`config.mk`:
```
export PLATFORM = sky130hd
export DESIGN_NAME = unified_mem_arbiter
export DESIGN_NICKNAME = d
export VERILOG_FILES = /design/src/rtl/riscv_mem_pkg.sv /design/src/rtl/mem_arb_prio.sv /design/src/rtl/unified_mem_arbiter.sv
export SDC_FILE = /design/constraint.sdc
export NUM_CORES = 1
export LEC_CHECK = 0
export BUFFER_PORTS_ARGS = -buffer_cell sky130_fd_sc_hd__buf_4
export CORE_MARGIN = 3
export CORE_UTILIZATION = 45
export CTS_CLUSTER_DIAMETER = 100
export DETAILED_ROUTE_END_ITERATION = 16
export GPL_TIMING_DRIVEN = 0
export PLACE_DENSITY = 0.78
export SYNTH_ARGS = -nofsm -noshare
export SYNTH_HDL_FRONTEND = slang
export SYNTH_SLANG_ARGS = --single-unit
```
`constraint.sdc`:
```
create_clock -name clk -period 1.85 [get_ports clk]
set_input_delay 0.185 -clock clk [delete_from_list [all_inputs] [get_ports clk]]
set_output_delay 0.185 -clock clk [all_outputs]
set_load 0.01 [all_outputs]
```
`src/rtl/riscv_mem_pkg.sv`:
```
// Shared types for the unified instruction/data memory arbiter.
//   state_t    : arbiter sequencing states (IDLE -> ISSUE -> WAIT -> RESP)
//   owner_t    : which port owns the current memory transaction
//   DEF_ADDR_W : default word-address width
//   DEF_DATA_W : default data width
package riscv_mem_pkg;

  typedef enum logic [1:0] {
    IDLE  = 2'd0,
    ISSUE = 2'd1,
    WAIT  = 2'd2,
    RESP  = 2'd3
  } state_t;

  typedef enum logic {
    OWN_I = 1'b0,
    OWN_D = 1'b1
  } owner_t;

  localparam int DEF_ADDR_W = 10;
  localparam int DEF_DATA_W = 32;

endpackage

```
`src/rtl/mem_arb_prio.sv`:
```
// Priority selection between fetch and data ports with a starvation guard.
//   clk, rst_n   : clock, synchronous active-low reset
//   arb_en       : arbiter is in IDLE; a grant taken this cycle updates streak
//   if_req_eff   : fetch request already masked by if_flush
//   dm_req       : data request
//   grant_valid  : some port may be granted this cycle
//   grant_owner  : port that wins (data unless its streak is exhausted)
module mem_arb_prio
  import riscv_mem_pkg::*;
#(
  parameter int MAX_DSTREAK = 4
) (
  input  logic   clk,
  input  logic   rst_n,
  input  logic   arb_en,
  input  logic   if_req_eff,
  input  logic   dm_req,
  output logic   grant_valid,
  output owner_t grant_owner
);

  localparam int SW = $clog2(MAX_DSTREAK + 1);

  logic [SW-1:0] streak;

  always_comb begin
    grant_valid = if_req_eff | dm_req;
    grant_owner = OWN_I;
    if (dm_req && (!if_req_eff || (streak < SW'(MAX_DSTREAK))))
      grant_owner = OWN_D;
  end

  // Only contended data grants count; any uncontended grant or fetch grant
  // restarts the streak.
  always_ff @(posedge clk) begin
    if (!rst_n) begin
      streak <= '0;
    end else if (arb_en && grant_valid) begin
      if (grant_owner == OWN_D && if_req_eff)
        streak <= (streak == SW'(MAX_DSTREAK)) ? streak : streak + SW'(1);
      else
        streak <= '0;
    end
  end

endmodule

```
`src/rtl/unified_mem_arbiter.sv`:
```
// Shares one single-ported memory between the fetch port (if_*) and the
// load/store port (dm_*). Each access runs ISSUE (one mem_en cycle),
// MEM_LAT WAIT cycles, then a one-cycle RESP carrying the owner's ack.
//   clk, rst_n          : clock, synchronous active-low reset
//   if_req/if_addr      : fetch request, held until if_ack or if_flush
//   if_flush            : cancels pending/in-flight fetch
//   if_ack/if_rdata     : fetch completion pulse and instruction word
//   dm_req/we/be/addr/wdata : data request, held until dm_ack
//   dm_ack/dm_rdata     : data completion pulse and load word
//   mem_en/we/be/addr/wdata : memory strobe and command (registered)
//   mem_rdata           : memory read data, valid MEM_LAT cycles after mem_en
//   busy                : arbiter not in IDLE
module unified_mem_arbiter
  import riscv_mem_pkg::*;
#(
  parameter int ADDR_W      = DEF_ADDR_W,
  parameter int DATA_W      = DEF_DATA_W,
  parameter int MEM_LAT     = 1,
  parameter int MAX_DSTREAK = 4
) (
  input  logic              clk,
  input  logic              rst_n,
  input  logic              if_req,
  input  logic [ADDR_W-1:0] if_addr,
  input  logic              if_flush,
  output logic              if_ack,
  output logic [DATA_W-1:0] if_rdata,
  input  logic              dm_req,
  input  logic              dm_we,
  input  logic [3:0]        dm_be,
  input  logic [ADDR_W-1:0] dm_addr,
  input  logic [DATA_W-1:0] dm_wdata,
  output logic              dm_ack,
  output logic [DATA_W-1:0] dm_rdata,
  output logic              mem_en,
  output logic              mem_we,
  output logic [3:0]        mem_be,
  output logic [ADDR_W-1:0] mem_addr,
  output logic [DATA_W-1:0] mem_wdata,
  input  logic [DATA_W-1:0] mem_rdata,
  output logic              busy
);

  localparam int CW = $clog2(MEM_LAT + 1);

  state_t        state;
  owner_t        owner;
  logic          cancel;
  logic [CW-1:0] wcnt;
  logic          grant_valid;
  owner_t        grant_owner;
  logic          if_req_eff;
  logic          arb_en;

  assign if_req_eff = if_req & ~if_flush;
  assign arb_en     = (state == IDLE);

  mem_arb_prio #(
    .MAX_DSTREAK (MAX_DSTREAK)
  ) u_prio (
    .clk         (clk),
    .rst_n       (rst_n),
    .arb_en      (arb_en),
    .if_req_eff  (if_req_eff),
    .dm_req      (dm_req),
    .grant_valid (grant_valid),
    .grant_owner (grant_owner)
  );

  always_ff @(posedge clk) begin
    if (!rst_n) begin
      state     <= IDLE;
      owner     <= OWN_I;
      cancel    <= 1'b0;
      wcnt      <= '0;
      if_ack    <= 1'b0;
      if_rdata  <= '0;
      dm_ack    <= 1'b0;
      dm_rdata  <= '0;
      mem_en    <= 1'b0;
      mem_we    <= 1'b0;
      mem_be    <= '0;
      mem_addr  <= '0;
      mem_wdata <= '0;
      busy      <= 1'b0;
    end else begin
      if_ack <= 1'b0;
      dm_ack <= 1'b0;
      mem_en <= 1'b0;
      mem_we <= 1'b0;
      case (state)
        IDLE: begin
          cancel <= 1'b0;
          if (grant_valid) begin
            state  <= ISSUE;
            owner  <= grant_owner;
            busy   <= 1'b1;
            mem_en <= 1'b1;
            if (grant_owner == OWN_D) begin
              mem_we    <= dm_we;
              mem_be    <= dm_be;
              mem_addr  <= dm_addr;
              mem_wdata <= dm_wdata;
            end else begin
              mem_be   <= '1;
              mem_addr <= if_addr;
            end
          end else begin
            busy <= 1'b0;
          end
        end
        ISSUE: begin
          state <= WAIT;
          wcnt  <= CW'(MEM_LAT);
          if (owner == OWN_I && if_flush)
            cancel <= 1'b1;
        end
        WAIT: begin
          if (owner == OWN_I && if_flush)
            cancel <= 1'b1;
          // The ack is registered, so a flush seen in the final WAIT cycle
          // must suppress it directly rather than through the cancel flag.
          if (wcnt == CW'(1)) begin
            state <= RESP;
            if (owner == OWN_D) begin
              dm_ack <= 1'b1;
              if (!dm_we)
                dm_rdata <= mem_rdata;
            end else if (!(cancel || if_flush)) begin
              if_ack   <= 1'b1;
              if_rdata <= mem_rdata;
            end
          end else begin
            wcnt <= wcnt - CW'(1);
          end
        end
        RESP: begin
          state <= IDLE;
          busy  <= 1'b0;
          if (owner == OWN_I && if_flush)
            cancel <= 1'b1;
        end
        default: state <= IDLE;
      endcase
    end
  end

endmodule

```
==> impl_results.md <==
- Status: complete, no violations
- DP Worst Slack: 0.1356 ns
- Overflow after GRT: 0
- P_leak: approximately 3.3 nW
- Pin slew with the least headroom to its limit: roughly 0.56 ns
- Minimum clock period: about 1.7 ns
- Critical Path Fanout Max: 10
- Post-route worst setup slack: around 0.11 ns
- Crit start category: register
- Minimum hold slack: 0.04266 ns
- Filler Cell Count: ~570
- Post-CTS setup repair buffer count: 0
- Initial DRC count: about 200
- Final setup fails: 0
- Vias per cell: ~5.1
- TritonRoute pass-1 iters: 5
- Core area: about 9400 sq um
- Syn Area/Cell: 8.046 sq um
- F_max: slightly below 600 MHz
- Warnings, synthesis: 0
- CTS tree: yes
- Count leader, synth: nand2_1
- Die Width: ~110 microns
- Hold Path Class: in2reg
- Final Hold Viols: 0
- Setup Skew: 0.008501 ns
- Worst vdd ir: approximately 0.00076 V
- Max-Cap Viols: 0
- Overall power: 7.933 mW
- First-pass GRT wire length: around 25000 microns
- Critical path type: reg2reg
- Final wirelength: around 16000 microns
- Post-Syn Nets: ~650
- Synth top area share: between 50% and 60%
- I/O Buffers: just over 200
- Core Rows: 35
- DIE HEIGHT: 105.2 microns
- Vias in the first global route: ~5.3k
- Initial Util: between 40 and 50%
- Yosys cell types: 32
- Antenna viol nets, final: 0
- Number of flops mapped to enable cells by yosys: 0
- Yosys reg bits: about 120
- Placer congestion estimate: about 0.80
- Post-DP HPWL: roughly 10000 microns
- Asr flop ratio synth: 0%
- CP required: 2.21 ns
- Clk slew on worst S/H paths: 0.05 ns
- Commonest cells in the netlist: 217 x nand2_1, 123 x dfxtp_1, 100 x a21oi_1, 19 x buf_2, 15 x clkbuf_1
- IO Count: between 200 and 250
- Slew HR: between 60 and 70%
- Total track usage: between 20 and 30%
- Syn Inst Count: 550
- Final nets: 961
- Dominant synthesized flop cell: dfxtp_1
- Worst skew pair latency: approximately 0.50 ns
- # DRC: 0
- Largest net degree at the start of global routing: 17
- Root Buffer: clkbuf_8
- PD cells: approximately 1000 nW/um^2
- Fin crit share: between 90% and 100%
- Critical path arrival: 2.09 ns
- Final core utilization: between 80% and 90%
- ANT cells: 0
- Initial antenna violation count: 0
- Synth top area cells: dfxtp_1 56%, nand2_1 18%, a21oi_1 11%
- Largest buffer count on any clock path: 2
- Die Footprint: around 11000 sq um
- Sequential element share of the synthesized area: a little under three fifths
- Layout cells sized above 1: 30.81%
- Routed length per placed instance: about 16 microns
- DR vias: 5158
- Syn-to-layout area delta: 71.22%
- Netlist Area Pre-Place: between 4000 and 5000 sq um
- CTS Sinks: ~120
- Dominant cell type by area after synthesis: dfxtp_1
- Worst Setup End Kind: register
- Htree depth: 4
- Final Slew Violations: 0
- CTS Buf Count: 17
[worst paths after layout]
check | startpoint | end | slack (ns) | depth (start not counted)
max | state[0]$_SDFFE_PN0P_ | if_rdata[6]$_SDFFE_PN0P_ | 0.11 | 8
min | if_flush | cancel$_SDFFE_PN0P_ | 0.04 | 3
max reg2reg | state[0]$_SDFFE_PN0P_ | if_rdata[6]$_SDFFE_PN0P_ | 0.11 | 8
min reg2reg | dm_rdata[9]$_SDFFE_PN0P_ | dm_rdata[9]$_SDFFE_PN0P_ | 0.45 | 2
[flip-flops by register name (all words and copies together) (netlist names)]
signal and count:
dm_rdata 32, if_rdata 32, mem_wdata 32, mem_addr 10, mem_be 4, u_prio.streak 3
state 2, busy 1, cancel 1, dm_ack 1, if_ack 1, mem_en 1
mem_we 1, owner 1, wcnt 1
[layout by cell type, fill, tap and decap left out, drive strengths merged]
cell type | synthesis | final
buf | 25 | 230
nand2 | 217 | 217
dfxtp | 123 | 123
a21oi | 100 | 100
dlygate4sd3 | 0 | 89
clkbuf | 15 | 31
o21ai | 11 | 11
nor2 | 11 | 11
a31oi | 10 | 10
clkinv | 0 | 8
inv | 6 | 6
ha | 5 | 5
o22ai | 4 | 4
and2 | 3 | 3
clkinvlp | 0 | 3
and3 | 2 | 2
nor2b | 2 | 2
nand4 | 2 | 2
bufinv | 0 | 2
nand3 | 2 | 2
nand3b | 1 | 1
nor4 | 1 | 1
or4 | 1 | 1
o221a | 1 | 1
o21a | 1 | 1
o31ai | 1 | 1
a211oi | 1 | 1
or2 | 1 | 1
or3 | 1 | 1
mux2i | 1 | 1
nor3 | 1 | 1
mux2 | 1 | 1
[power by group]
part           switching (mW)  internal (mW)  leakage [nW]
logic                   0.935          0.852          2.02
registers               0.181           2.93          1.00
clock network            1.15           1.88         0.265
total                    2.26           5.67          3.28
[cell families after synthesis]
family | Yosys count | share of synthesized area [%]
AOI/OAI and AO/OA | 129 | 15.30
adders and majority gates | 5 | 1.414
buffers and inverters | 46 | 5.202
DFF | 123 | 55.64
muxes | 2 | 0.4806
and+or+nand+nor | 245 | 21.97
[area by class of cell]
cell class                 count  area, sq um  area share [%]
sequential                   123         2462           32.50
timing repair buffer         295         2437           32.17
multi-input combinational    381         1747           23.05
clock buffer                  17        414.1           5.466
buffer                        38        202.7           2.675
tap                          129        161.4           2.130
clock inverter                13        130.1           1.717
inverter                       6        22.52          0.2972
[repair_timing]
| item | 4_1_cts | 5_1_grt |
|---|---|---|
| setup endpoints to repair | 0 | 56 |
| endpoints found under the hold margin | 111 | 0 |
| hold buffers | 89 | 0 |
| gates resized for setup | 0 | 4 |
[metal layers]
metal	share of wire, %	global-route usage (%)	vias to the layer above
li1	-	-	2423
met1	38	30.41	2431
met2	52	51.83	266
met3	7.7	8.215	38
met4	2.7	13.21	0
met5	0	0	-
[worst max-delay path: stages, from the launching register on]
cell	delay, ns
dfxtp_1	0.33
inv_1	0.09
ha_2	0.20
nand2_1	0.10
or4_1	0.39
buf_2	0.18
buf_6	0.15
nand2_1	0.08
a21oi_1	0.07
[per-stage QoR]
step / instance area [sq um] / cells / setup TNS (ns)
after floorplan: 4425 / 550 / 0
after CTS: 7569 / 1004 / 0
after detailed placement: 6133 / 885 / 0
after global routing: 7577 / 1002 / -0.003866
final: 7577 / 1002 / 0
after global placement: 6133 / 885 / 0
Power figures use the tool's default switching activity.
